File: config.mk
export PLATFORM = sky130hd
export DESIGN_NAME = bit_rate_gen_flat
export DESIGN_NICKNAME = d
export VERILOG_FILES = /design/src/rtl/bit_rate_pkg.sv /design/src/rtl/bit_rate_gen_if.sv /design/src/rtl/rate_accumulator.sv /design/src/rtl/bit_rate_gen.sv /design/src/flat_wrapper.sv
export SDC_FILE = /design/constraint.sdc
export NUM_CORES = 1
export LEC_CHECK = 0
export CORE_MARGIN = 5
export CORE_UTILIZATION = 56
export DETAILED_ROUTE_END_ITERATION = 10
export PLACE_DENSITY = 0.82
export REMOVE_ABC_BUFFERS = 1
export SKIP_LAST_GASP = 1
export SYNTH_ARGS = -nofsm -noshare
export SYNTH_HDL_FRONTEND = slang
export SYNTH_SLANG_ARGS = --single-unit
File: constraint.sdc
create_clock -name clk_i -period 4.5 [get_ports clk_i]
set_input_delay 0.675 -clock clk_i [delete_from_list [all_inputs] [get_ports clk_i]]
set_output_delay 0.675 -clock clk_i [all_outputs]
set_load 0.005 [all_outputs]
File: src/rtl/bit_rate_pkg.sv
// Shared definitions for the bit-rate generator and the bit-rate meter.
//   RES_WIDTH     : width of the rate and statistics fields
//   state_e       : pacing FSM states (idle / run / drain)
//   ticks_per_sec : clock ticks in one second for a clock given in MHz
//   sat_inc       : saturating increment used by the statistics counters
package bit_rate_pkg;

  localparam int unsigned RES_WIDTH = 32;

  typedef enum logic [1:0] {
    StIdle  = 2'd0,
    StRun   = 2'd1,
    StDrain = 2'd2
  } state_e;

  function automatic int unsigned ticks_per_sec(input int unsigned clk_mhz);
    return clk_mhz * 1000000;
  endfunction

  function automatic logic [RES_WIDTH-1:0] sat_inc(input logic [RES_WIDTH-1:0] val,
                                                   input logic                 inc);
    if (inc && (val != '1)) begin
      return val + RES_WIDTH'(1);
    end
    return val;
  endfunction

endpackage

File: src/rtl/bit_rate_gen_if.sv
// Control, handshake and statistics bundle of the bit-rate generator.
//   enable_i     : run request level
//   rate_i       : requested transfers per second
//   data_ready_i : consumer ready
//   data_valid_o : transfer offered
//   window_o     : pulse on the last tick of each one-second window
//   busy_o       : generator in run or drain
//   sent_cnt_o   : accepted transfers in the last completed window
//   drop_cnt_o   : dropped credits in the last completed window
// master: the generator side; slave: the controller/consumer side.
interface bit_rate_gen_if;
  import bit_rate_pkg::*;

  logic                 enable_i;
  logic [RES_WIDTH-1:0] rate_i;
  logic                 data_ready_i;
  logic                 data_valid_o;
  logic                 window_o;
  logic                 busy_o;
  logic [RES_WIDTH-1:0] sent_cnt_o;
  logic [RES_WIDTH-1:0] drop_cnt_o;

  modport master (
    input  enable_i,
    input  rate_i,
    input  data_ready_i,
    output data_valid_o,
    output window_o,
    output busy_o,
    output sent_cnt_o,
    output drop_cnt_o
  );

  modport slave (
    output enable_i,
    output rate_i,
    output data_ready_i,
    input  data_valid_o,
    input  window_o,
    input  busy_o,
    input  sent_cnt_o,
    input  drop_cnt_o
  );

endinterface

File: src/rtl/rate_accumulator.sv
// Rate clamp and phase accumulator producing evenly spread credit strobes.
//   clk_i    : clock
//   rst_i    : asynchronous active-high reset
//   load_i   : capture clamped rate_i and clear the accumulator (start / window end)
//   run_i    : accumulate this cycle
//   rate_i   : requested transfers per second
//   credit_o : one credit generated this cycle (combinational, gated by run_i)
// Exactly `rate` credits fall in every window of TICKS_PER_SEC accumulating cycles and the
// accumulator lands back on zero at the window end.
module rate_accumulator
  import bit_rate_pkg::*;
#(
  parameter int unsigned TICKS_PER_SEC = 100000000
) (
  input  logic                 clk_i,
  input  logic                 rst_i,
  input  logic                 load_i,
  input  logic                 run_i,
  input  logic [RES_WIDTH-1:0] rate_i,
  output logic                 credit_o
);

  localparam int unsigned AccW = $clog2(TICKS_PER_SEC) + 1;
  localparam logic [AccW:0] TicksSum = (AccW + 1)'(TICKS_PER_SEC);

  logic [AccW-1:0] acc_q, acc_d;
  logic [AccW-1:0] rate_q, rate_d;
  logic [AccW-1:0] rate_clamped;
  logic [AccW:0]   sum;

  // Clamp so that at most one credit can be produced per clock.
  assign rate_clamped = (rate_i > RES_WIDTH'(TICKS_PER_SEC)) ? AccW'(TICKS_PER_SEC)
                                                              : rate_i[AccW-1:0];

  // One extra bit keeps acc + rate (< 2 * TICKS_PER_SEC) from wrapping.
  assign sum      = {1'b0, acc_q} + {1'b0, rate_q};
  assign credit_o = run_i && (sum >= TicksSum);

  always_comb begin
    acc_d  = acc_q;
    rate_d = rate_q;
    if (load_i) begin
      acc_d  = '0;
      rate_d = rate_clamped;
    end else if (run_i) begin
      acc_d = credit_o ? AccW'(sum - TicksSum) : AccW'(sum);
    end
  end

  always_ff @(posedge clk_i or posedge rst_i) begin
    if (rst_i) begin
      acc_q  <= '0;
      rate_q <= '0;
    end else begin
      acc_q  <= acc_d;
      rate_q <= rate_d;
    end
  end

endmodule

File: src/rtl/bit_rate_gen.sv
// Paced traffic source: offers data_valid_o strobes at a programmed rate of N transfers per
// second, spread evenly across each one-second window, with a valid/ready handshake.
//   clk_i     : clock
//   s_rst_n_i : asynchronous reset, active HIGH despite the name
//   bus_io    : bit_rate_gen_if.master (enable, rate, ready in; valid, window, busy, stats out)
// Parameters: CLK_MHZ_VAL (clock in MHz), CREDIT_MAX (owed-transfer ceiling),
//   TICKS_PER_SEC (window length in clocks, derived from CLK_MHZ_VAL by default).
// Optional statistics: define BIT_RATE_GEN_STATS_EN to build the sent/drop counters;
// otherwise sent_cnt_o and drop_cnt_o are tied to zero.
module bit_rate_gen
  import bit_rate_pkg::*;
#(
  parameter int unsigned CLK_MHZ_VAL   = 100,
  parameter int unsigned CREDIT_MAX    = 15,
  parameter int unsigned TICKS_PER_SEC = ticks_per_sec(CLK_MHZ_VAL)
) (
  input  logic           clk_i,
  input  logic           s_rst_n_i,
  bit_rate_gen_if.master bus_io
);

  localparam int unsigned TickW = (TICKS_PER_SEC > 1) ? $clog2(TICKS_PER_SEC) : 1;
  localparam int unsigned CredW = $clog2(CREDIT_MAX + 1);
  localparam logic [TickW-1:0] TickLast  = TickW'(TICKS_PER_SEC - 1);
  localparam logic [CredW-1:0] CreditMax = CredW'(CREDIT_MAX);

  state_e           state_q, state_d;
  logic [TickW-1:0] tick_q, tick_d;
  logic [CredW-1:0] credit_q, credit_d;
  logic             valid_q, valid_d;

  logic start;
  logic window;
  logic acc_run;
  logic credit_gen;
  logic accept;

  rate_accumulator #(
    .TICKS_PER_SEC(TICKS_PER_SEC)
  ) u_rate_accumulator (
    .clk_i   (clk_i),
    .rst_i   (s_rst_n_i),
    .load_i  (start | window),
    .run_i   (acc_run),
    .rate_i  (bus_io.rate_i),
    .credit_o(credit_gen)
  );

  assign accept = valid_q & bus_io.data_ready_i;

  always_comb begin
    state_d  = state_q;
    tick_d   = tick_q;
    credit_d = credit_q;
    start    = 1'b0;
    window   = 1'b0;
    acc_run  = 1'b0;
    unique case (state_q)
      StIdle: begin
        tick_d   = '0;
        credit_d = '0;
        if (bus_io.enable_i) begin
          start   = 1'b1;
          state_d = StRun;
        end
      end
      StRun: begin
        acc_run = 1'b1;
        if (tick_q == TickLast) begin
          tick_d = '0;
          window = 1'b1;
        end else begin
          tick_d = tick_q + TickW'(1);
        end
        // Generate and accept together leave the credit unchanged; a credit arriving at
        // the ceiling with nothing leaving is dropped.
        if (credit_gen && !accept) begin
          if (credit_q != CreditMax) begin
            credit_d = credit_q + CredW'(1);
          end
        end else if (!credit_gen && accept) begin
          credit_d = credit_q - CredW'(1);
        end
        if (!bus_io.enable_i) begin
          state_d = (credit_d != '0) ? StDrain : StIdle;
        end
      end
      StDrain: begin
        // Only the offered transfer is completed; any remaining credit is discarded.
        if (accept) begin
          credit_d = '0;
          state_d  = StIdle;
        end
      end
      default: begin
        state_d  = StIdle;
        credit_d = '0;
        tick_d   = '0;
      end
    endcase
    valid_d = (credit_d != '0);
  end

  always_ff @(posedge clk_i or posedge s_rst_n_i) begin
    if (s_rst_n_i) begin
      state_q  <= StIdle;
      tick_q   <= '0;
      credit_q <= '0;
      valid_q  <= 1'b0;
    end else begin
      state_q  <= state_d;
      tick_q   <= tick_d;
      credit_q <= credit_d;
      valid_q  <= valid_d;
    end
  end

  assign bus_io.data_valid_o = valid_q;
  assign bus_io.window_o     = window;
  assign bus_io.busy_o       = (state_q != StIdle);

`ifdef BIT_RATE_GEN_STATS_EN
  logic                 drop;
  logic [RES_WIDTH-1:0] sent_run_q, sent_run_d;
  logic [RES_WIDTH-1:0] drop_run_q, drop_run_d;
  logic [RES_WIDTH-1:0] sent_cnt_q, sent_cnt_d;
  logic [RES_WIDTH-1:0] drop_cnt_q, drop_cnt_d;

  // credit_gen is already gated to RUN, so this matches the dropped-credit case above.
  assign drop = credit_gen & ~accept & (credit_q == CreditMax);

  always_comb begin
    sent_run_d = sat_inc(sent_run_q, accept);
    drop_run_d = sat_inc(drop_run_q, drop);
    sent_cnt_d = sent_cnt_q;
    drop_cnt_d = drop_cnt_q;
    if (start) begin
      sent_run_d = '0;
      drop_run_d = '0;
    end else if (window) begin
      // Events in the window's last cycle belong to the window being closed.
      sent_cnt_d = sent_run_d;
      drop_cnt_d = drop_run_d;
      sent_run_d = '0;
      drop_run_d = '0;
    end
  end

  always_ff @(posedge clk_i or posedge s_rst_n_i) begin
    if (s_rst_n_i) begin
      sent_run_q <= '0;
      drop_run_q <= '0;
      sent_cnt_q <= '0;
      drop_cnt_q <= '0;
    end else begin
      sent_run_q <= sent_run_d;
      drop_run_q <= drop_run_d;
      sent_cnt_q <= sent_cnt_d;
      drop_cnt_q <= drop_cnt_d;
    end
  end

  assign bus_io.sent_cnt_o = sent_cnt_q;
  assign bus_io.drop_cnt_o = drop_cnt_q;
`else
  assign bus_io.sent_cnt_o = '0;
  assign bus_io.drop_cnt_o = '0;
`endif

endmodule

File: src/flat_wrapper.sv
// flat-port wrapper written by rule: the top's interface ports become plain ports
module bit_rate_gen_flat import bit_rate_pkg::*;
#(
  parameter int unsigned CLK_MHZ_VAL   = 100,
  parameter int unsigned CREDIT_MAX    = 15,
  parameter int unsigned TICKS_PER_SEC = ticks_per_sec(CLK_MHZ_VAL)
)
  (clk_i, s_rst_n_i, bus_io_enable_i, bus_io_rate_i, bus_io_data_ready_i, bus_io_data_valid_o, bus_io_window_o, bus_io_busy_o, bus_io_sent_cnt_o, bus_io_drop_cnt_o);
  bit_rate_gen_if bus_io_i ();
  input  logic clk_i;
  input  logic s_rst_n_i;
  input wire logic [$bits(bus_io_i.enable_i)-1:0] bus_io_enable_i;
  input wire logic [$bits(bus_io_i.rate_i)-1:0] bus_io_rate_i;
  input wire logic [$bits(bus_io_i.data_ready_i)-1:0] bus_io_data_ready_i;
  output wire logic [$bits(bus_io_i.data_valid_o)-1:0] bus_io_data_valid_o;
  output wire logic [$bits(bus_io_i.window_o)-1:0] bus_io_window_o;
  output wire logic [$bits(bus_io_i.busy_o)-1:0] bus_io_busy_o;
  output wire logic [$bits(bus_io_i.sent_cnt_o)-1:0] bus_io_sent_cnt_o;
  output wire logic [$bits(bus_io_i.drop_cnt_o)-1:0] bus_io_drop_cnt_o;
  assign bus_io_i.enable_i = bus_io_enable_i;
  assign bus_io_i.rate_i = bus_io_rate_i;
  assign bus_io_i.data_ready_i = bus_io_data_ready_i;
  assign bus_io_data_valid_o = bus_io_i.data_valid_o;
  assign bus_io_window_o = bus_io_i.window_o;
  assign bus_io_busy_o = bus_io_i.busy_o;
  assign bus_io_sent_cnt_o = bus_io_i.sent_cnt_o;
  assign bus_io_drop_cnt_o = bus_io_i.drop_cnt_o;
  bit_rate_gen #(.CLK_MHZ_VAL(CLK_MHZ_VAL), .CREDIT_MAX(CREDIT_MAX), .TICKS_PER_SEC(TICKS_PER_SEC)) u_core (.clk_i(clk_i), .s_rst_n_i(s_rst_n_i), .bus_io(bus_io_i));
endmodule
Word-level counts from Yosys, hierarchy flattened
Index checks and enable logic that the tools add are counted.
Widths: inputs -> output; s select.
{"block": "op_classes", "addsub": 5, "eq_ne": 7, "reduce_logical": 11, "muxes": 22, "bitwise_logic": 2, "magnitude_cmp": 2}
{"op": "$mux 28", "count": 4}
{"op": "$pmux 27 s2", "count": 1}
{"op": "$gt 32x27->1 const B", "count": 1}
{"op": "$add 28x28->29", "count": 1}
{"op": "$ge 29x27->1 const B", "count": 1}
{"op": "$sub 28x27->28 const B", "count": 1}
{"op": "$add 27x1->27 const B", "count": 1}
{"op": "$eq 27x27->1 const B", "count": 1}
{"op": "$mux 27", "count": 1}
{"op": "$mux 4", "count": 5}
{"op": "$mux 2", "count": 4}
{"op": "$pmux 4 s2", "count": 1}
{"op": "$reduce_bool 4->1", "count": 2}
{"op": "$pmux 2 s3", "count": 1}
{"op": "$mux 1", "count": 5}
{"op": "$add 4x1->4 const B", "count": 1}
{"op": "$ne 2x2->1 const B", "count": 2}
{"op": "$ne 4x4->1 const B", "count": 1}
{"op": "$reduce_bool 2->1", "count": 2}
{"op": "$sub 4x1->4 const B", "count": 1}
{"op": "$logic_and 1x1->1", "count": 3}
{"op": "$reduce_and 3->1", "count": 1}
{"op": "$eq 2x1->1 const B", "count": 1}
{"op": "$eq 2x2->1 const B", "count": 1}
{"op": "other kinds (5)", "count": 6}
{"block": "word_totals", "output_inout_bits": 67, "reg_bits": 90}

Longest topological paths before layout
{"block": "depth", "word_depth": 12, "depth_mapped": 18}

Modules after synthesis
From an unflattened synthesis, not the netlist that was laid out.
{"block": "unflattened", "hier_cells": 815, "area_unflattened_um2": 7100.6}
{"mod": "rate_accumulator", "cells_per_inst": 530, "area_each_um2": 4560.6, "instances": 1, "seq_area_each_um2": 1401.3}
{"mod": "bit_rate_gen", "cells_per_inst": 285, "area_each_um2": 2539.9, "instances": 1, "seq_area_each_um2": 850.8}

Least setup slack after synthesis
OpenSTA, ideal clock, no wires.
{"block": "synth_path", "path_kind": "flip-flop to flip-flop", "startpoint": "reg u_core.u_rate_accumulator.acc_q[0]", "endpoint": "reg u_core.state_q[1]", "arrival_time_ns": 3.755, "setup_slack_ns": 0.603, "path_stages_with_launch": 18, "setup_ns": 0.142, "path_cell_list": "dfrtp_1 -> ha_1 -> fa_1 -> a21o_1 -> a221oi_4 -> o21ai_0 -> xnor2_1 -> inv_1 -> ha_1 -> nand4b_1 -> nor4_1 -> o2111a_1 -> nand4b_2 -> a2111o_1 -> a31oi_1 -> nor3_1 -> nor3_1 -> a32oi_1"}
{"block": "synth_via", "elab_chain_cells": 12, "elab_cells_between_ends": 13}
{"element": "start: declaration", "line": "rate_accumulator.sv:26", "rtl": "logic [AccW-1:0] acc_q, acc_d;"}
{"element": "start signal: assignment", "line": "rate_accumulator.sv:52", "rtl": "acc_q <= '0;"}
{"element": "start signal: assignment", "line": "rate_accumulator.sv:55", "rtl": "acc_q <= acc_d;"}
{"element": "$add 28x28->29 *", "line": "rate_accumulator.sv:36", "rtl": "assign sum = {1'b0, acc_q} + {1'b0, rate_q};"}
{"element": "$ge 29x27->1 *", "line": "rate_accumulator.sv:37", "rtl": "assign credit_o = run_i && (sum >= TicksSum);"}
{"element": "$logic_and 1x1->1 *", "line": "rate_accumulator.sv:37"}
{"element": "$logic_not 1->1", "line": "bit_rate_gen.sv:81", "rtl": "end else if (!credit_gen && accept) begin"}
{"element": "$logic_and 1x1->1", "line": "bit_rate_gen.sv:81"}
{"element": "$mux 4", "line": "bit_rate_gen.sv:81"}
{"element": "$mux 4 *", "line": "bit_rate_gen.sv:77", "rtl": "if (credit_gen && !accept) begin"}
{"element": "$mux 4 *", "line": "bit_rate_gen.sv:58", "rtl": "unique case (state_q)"}
{"element": "$reduce_bool 4->1 *", "line": "bit_rate_gen.sv:85", "rtl": "state_d = (credit_d != '0) ? StDrain : StIdle;"}
{"element": "$mux 2 *", "line": "bit_rate_gen.sv:85"}
{"element": "$mux 2 *", "line": "bit_rate_gen.sv:84", "rtl": "if (!bus_io.enable_i) begin"}
{"element": "$pmux 2 s3 *", "line": "bit_rate_gen.sv:58"}
{"element": "end signal: assignment", "line": "bit_rate_gen.sv:106", "rtl": "state_q <= StIdle;"}
{"element": "end signal: assignment", "line": "bit_rate_gen.sv:111", "rtl": "state_q <= state_d;"}
{"element": "end: declaration", "line": "bit_rate_gen.sv:27", "rtl": "state_e state_q, state_d;"}
Mark *: on every way between the ends. The rest lies on a longest branch, timed or not. The select of a mux whose other input is x is not followed.
A chain may end at the register's enable or synchronous reset.

Final worst setup path
{"block": "layout_path", "startpoint": "reg u_core.u_rate_accumulator.rate_q[0]", "endpoint": "reg u_core.u_rate_accumulator.acc_q[24]"}
{"block": "layout_via", "elab_chain_cells": 6, "elab_cells_between_ends": 7}
{"element": "start: declaration", "line": "rate_accumulator.sv:27", "rtl": "logic [AccW-1:0] rate_q, rate_d;"}
{"element": "start signal: assignment", "line": "rate_accumulator.sv:56", "rtl": "rate_q <= rate_d;"}
{"element": "$add 28x28->29 *", "line": "rate_accumulator.sv:36"}
{"element": "$ge 29x27->1", "line": "rate_accumulator.sv:37"}
{"element": "$logic_and 1x1->1", "line": "rate_accumulator.sv:37"}
{"element": "$mux 28 *", "line": "rate_accumulator.sv:46", "rtl": "acc_d = credit_o ? AccW'(sum - TicksSum) : AccW'(sum);"}
{"element": "$mux 28 *", "line": "rate_accumulator.sv:45", "rtl": "end else if (run_i) begin"}
{"element": "$mux 28 *", "line": "rate_accumulator.sv:42", "rtl": "if (load_i) begin"}
Marks and branches as above.

==> flow_metrics.env <==
export IMPL_worstPathMaxFanout=12
export IMPL_cp_arrival_ns=4.50
export IMPL_dp_cells=971
export IMPL_area_growth_pct=11.3
export IMPL_max_cap_violations=0
export IMPL_nFillCells=1062
export IMPL_wirelength_mm=17.2
export IMPL_hp_class="flip-flop to flip-flop"
export IMPL_clk_latency_ns=0.35
export IMPL_synthCells=793
export IMPL_io_buffers=38
export IMPL_coreArea_um2=12000
export IMPL_synth_top_area_cell="dfrtp_1"
export IMPL_diodes=0
export IMPL_synthArstFlopShare_pct=100
export IMPL_dieArea_um2=14500
export IMPL_ys_types=80
export IMPL_dr_total_vias=5769
export IMPL_crit_chain="ha_1 -> fa_1 -> a21o_1 -> a221oi_4 -> buf_4 -> o21bai_1 -> a21oi_1 -> o21ai_0 -> xor2_1 -> nand4_1 -> a2111oi_4 -> nor2_4 -> buf_4 -> nor4b_2 -> xnor2_1 -> o21ai_1"
export IMPL_cp_top_family="compound AO/OA/AOI/OAI gates"
export IMPL_setup_viol=0
export IMPL_place_ws_ns=0.136
export IMPL_status="finished clean"
export IMPL_clock_sinks=90
export IMPL_yosys_area_top_type_share_pct=32.9
export IMPL_tightest_slew_ns=0.906
export IMPL_synth_top_family_by_area="compound AO/OA/AOI/OAI gates"
export IMPL_start_kind="flip-flop"
export IMPL_ys_ff_latch=90
export IMPL_synth_edf_count=0
export IMPL_rsz0062_at_grt="yes"
export IMPL_cpMostUsedCell="buf_4"
export IMPL_ant_nets=0
export IMPL_grt_overflow_total=0
export IMPL_drt_vias_per_instance=5.83
export IMPL_dp_hpwl_mm=13.1
export IMPL_muxShareOfSynthArea_pct=0.603
export IMPL_synth_xor_area_share_pct=7.53
export IMPL_ctsHoldBuffers=0
export IMPL_finalHoldViolations=0
export IMPL_cts_path_max_buffers=2
export IMPL_finalPower_mw=4.76
export IMPL_grt_total_usage_pct=23.6
export IMPL_synth_compound_area_share_pct=21.7
export IMPL_grt_max_degree=43
export IMPL_drv_slew=0
export IMPL_fin_hold_ws_ns=0.492
export IMPL_crit_slowest_cell="a2111oi_4"
export IMPL_vdd_drop_max_mv=0.505
export IMPL_h_tree_depth=3
export IMPL_pin_count=103
export IMPL_fin_crit_sh_pct=95.3
export IMPL_fin_ws_ns=0.210
export IMPL_antenna_found_initial=0
export IMPL_synth_cell_area_um2=6850
export IMPL_crit_type="flip-flop to flip-flop"
export IMPL_post_route_min_period_ns=4.29
export IMPL_cpPeakStageDelay_ns=0.49
export IMPL_synthSimpleGateAreaFrac_pct=20.9
export IMPL_fin_nets=910
export IMPL_netlist_top_cells_count="dfrtp_1, nand2_1, nor2_1"
export IMPL_end_kind="flip-flop"
export IMPL_yosysSeqAreaShare_pct=32.9
export IMPL_root_buffer="clkbuf_16"
export IMPL_design_area_um2=7630
export IMPL_ys_warn_count=0
export IMPL_synthAdderAreaFrac_pct=6.87
export IMPL_fmax_mhz=233
export IMPL_dpl_cell_area_um2=7220
export IMPL_wl_per_cell_um=17.3
export IMPL_syn_area_per_cell_um2=8.64
export IMPL_crit_required_ns=4.71
export IMPL_initial_core_util_pct=57.0
export IMPL_power_leakage_nw=3.36
export IMPL_cts_buffers=9
export IMPL_grt_pass1_vias=5473
export IMPL_clock_skew_ns=0.00751
export IMPL_clk_pin_slew_ns=0.06
export IMPL_synth_area_leaders="dfrtp_1, buf_4, ha_1, nand2_1, xnor2_1"
export IMPL_synth_top_flop_cell="dfrtp_1"
export IMPL_cts_tree="done"
export IMPL_instances_no_fill=989
export IMPL_gp_congestion=0.994
export IMPL_grt_pass1_wl_mm=27.7
export IMPL_drcViolationCount=0
export IMPL_path_buf_inv=2
export IMPL_p_per_area_nw_per_um2=624
export IMPL_chipHeight_um=121
export IMPL_row_count=40
export IMPL_drt_pass1_iter_count=5
export IMPL_slew_headroom_pct=39.6
export IMPL_layout_drive_gt1_share_pct=8.55
export IMPL_initialDrtViolationCount=403
export IMPL_die_w_um=121
==> worst reg2reg max path, cell delays in order, from the launching register on <==
cell and delay, ns:
dfrtp_1 0.40, ha_1 0.21, fa_1 0.40, a21o_1 0.21
a221oi_4 0.25, buf_4 0.19, o21bai_1 0.12, a21oi_1 0.33
o21ai_0 0.18, xor2_1 0.23, nand4_1 0.32, a2111oi_4 0.49
nor2_4 0.15, buf_4 0.19, nor4b_2 0.25, xnor2_1 0.16
o21ai_1 0.07
==> final timing paths <==
kind / start / endpoint / slack (ns) / cells past startpoint
setup / recovery: u_core.u_rate_accumulator.rate_q[0] / u_core.u_rate_accumulator.acc_q[24] / 0.21 / 16
hold / removal: u_core.u_rate_accumulator.acc_q[2] / u_core.u_rate_accumulator.acc_q[2] / 0.49 / 2
hold reg to reg: u_core.u_rate_accumulator.acc_q[2] / u_core.u_rate_accumulator.acc_q[2] / 0.49 / 2
min in group asynchronous: s_rst_n_i / u_core.u_rate_accumulator.acc_q[1] / 0.74 / 2
max in group asynchronous: s_rst_n_i / u_core.tick_q[6] / 2.97 / 3
setup reg to reg: u_core.u_rate_accumulator.rate_q[0] / u_core.u_rate_accumulator.acc_q[24] / 0.21 / 16
==> report_power, final <==
group / internal, mW / switching, mW
clock network: 0.573 / 0.313
registers: 0.927 / 0.0834
logic: 1.10 / 1.76
total: 2.61 / 2.15
==> cell families (layout without fill, tap and decap cells) <==
| group | after synthesis | count (layout) |
|---|---|---|
| buffers and inverters | 106 | 92 |
| muxes | 4 | 4 |
| DFF | 90 | 90 |
| xor gates and xnor gates | 58 | 58 |
| other | 1 | 64 |
| AOI/OAI and AO/OA | 212 | 212 |
| adders and majority gates | 37 | 37 |
| and+or+nand+nor | 285 | 285 |
==> per-stage QoR <==
step                util (%)  TNS, ns
finish                  63.5        0
global route            63.5  -0.0357
CTS                     63.1        0
detailed placement      60.1        0
global placement        60.1        0
floorplan                  -        0
==> repair_timing <==
action | in CTS | in global routing
setup endpoints to repair | 0 | 14
setup buffers | 0 | 2
hold endpoints to repair | 0 | 0
resized for setup | 0 | 6
==> flip-flops by register name, indices dropped and copies added (netlist names) <==
register and flops:
u_core.bus_io.data_valid_o 1, u_core.credit_q 4, u_core.tick_q 27, u_core.state_q 2, u_core.u_rate_accumulator.rate_q 28, u_core.u_rate_accumulator.acc_q 28
==> cell usage in the layout (no fill, tap or decap), types with 4 or more instances in the layout <==
master	count
xnor2_1	37
nand4_1	13
nand2_1	90
nor2_1	68
xor2_1	20
buf_4	23
conb_1	64
or3_1	7
ha_1	36
and3_1	10
nor4_1	6
or2_2	4
a31oi_1	5
nand3_1	19
nor2b_1	7
a22o_1	21
o21a_1	6
clkdlybuf4s50_1	38
clkbuf_16	9
a21o_1	17
inv_1	14
o21ai_0	42
o21ai_1	15
nand2b_1	7
dfrtp_1	90
and2_1	10
nor3_1	17
a21oi_1	41
o22a_1	12
==> per-layer routing <==
layer	track usage [%]	share of wire (%)
met4	6.16	2.1
met1	32.6	46
met2	37.8	46
met3	5.05	5.5
met5	0	0
==> cell type report <==
cell class / count / area [um^2] / area share, %
inverters: 15 / 57.6 / 0.755
well taps: 147 / 184 / 2.41
multi-input cells: 660 / 4230 / 55.4
repair buffers: 61 / 553 / 7.25
clock inverters: 4 / 97.6 / 1.28
clock buffers: 12 / 256 / 3.36
flip-flops and latches: 90 / 2250 / 29.5
No activity file was read; power rests on OpenSTA's default activity.
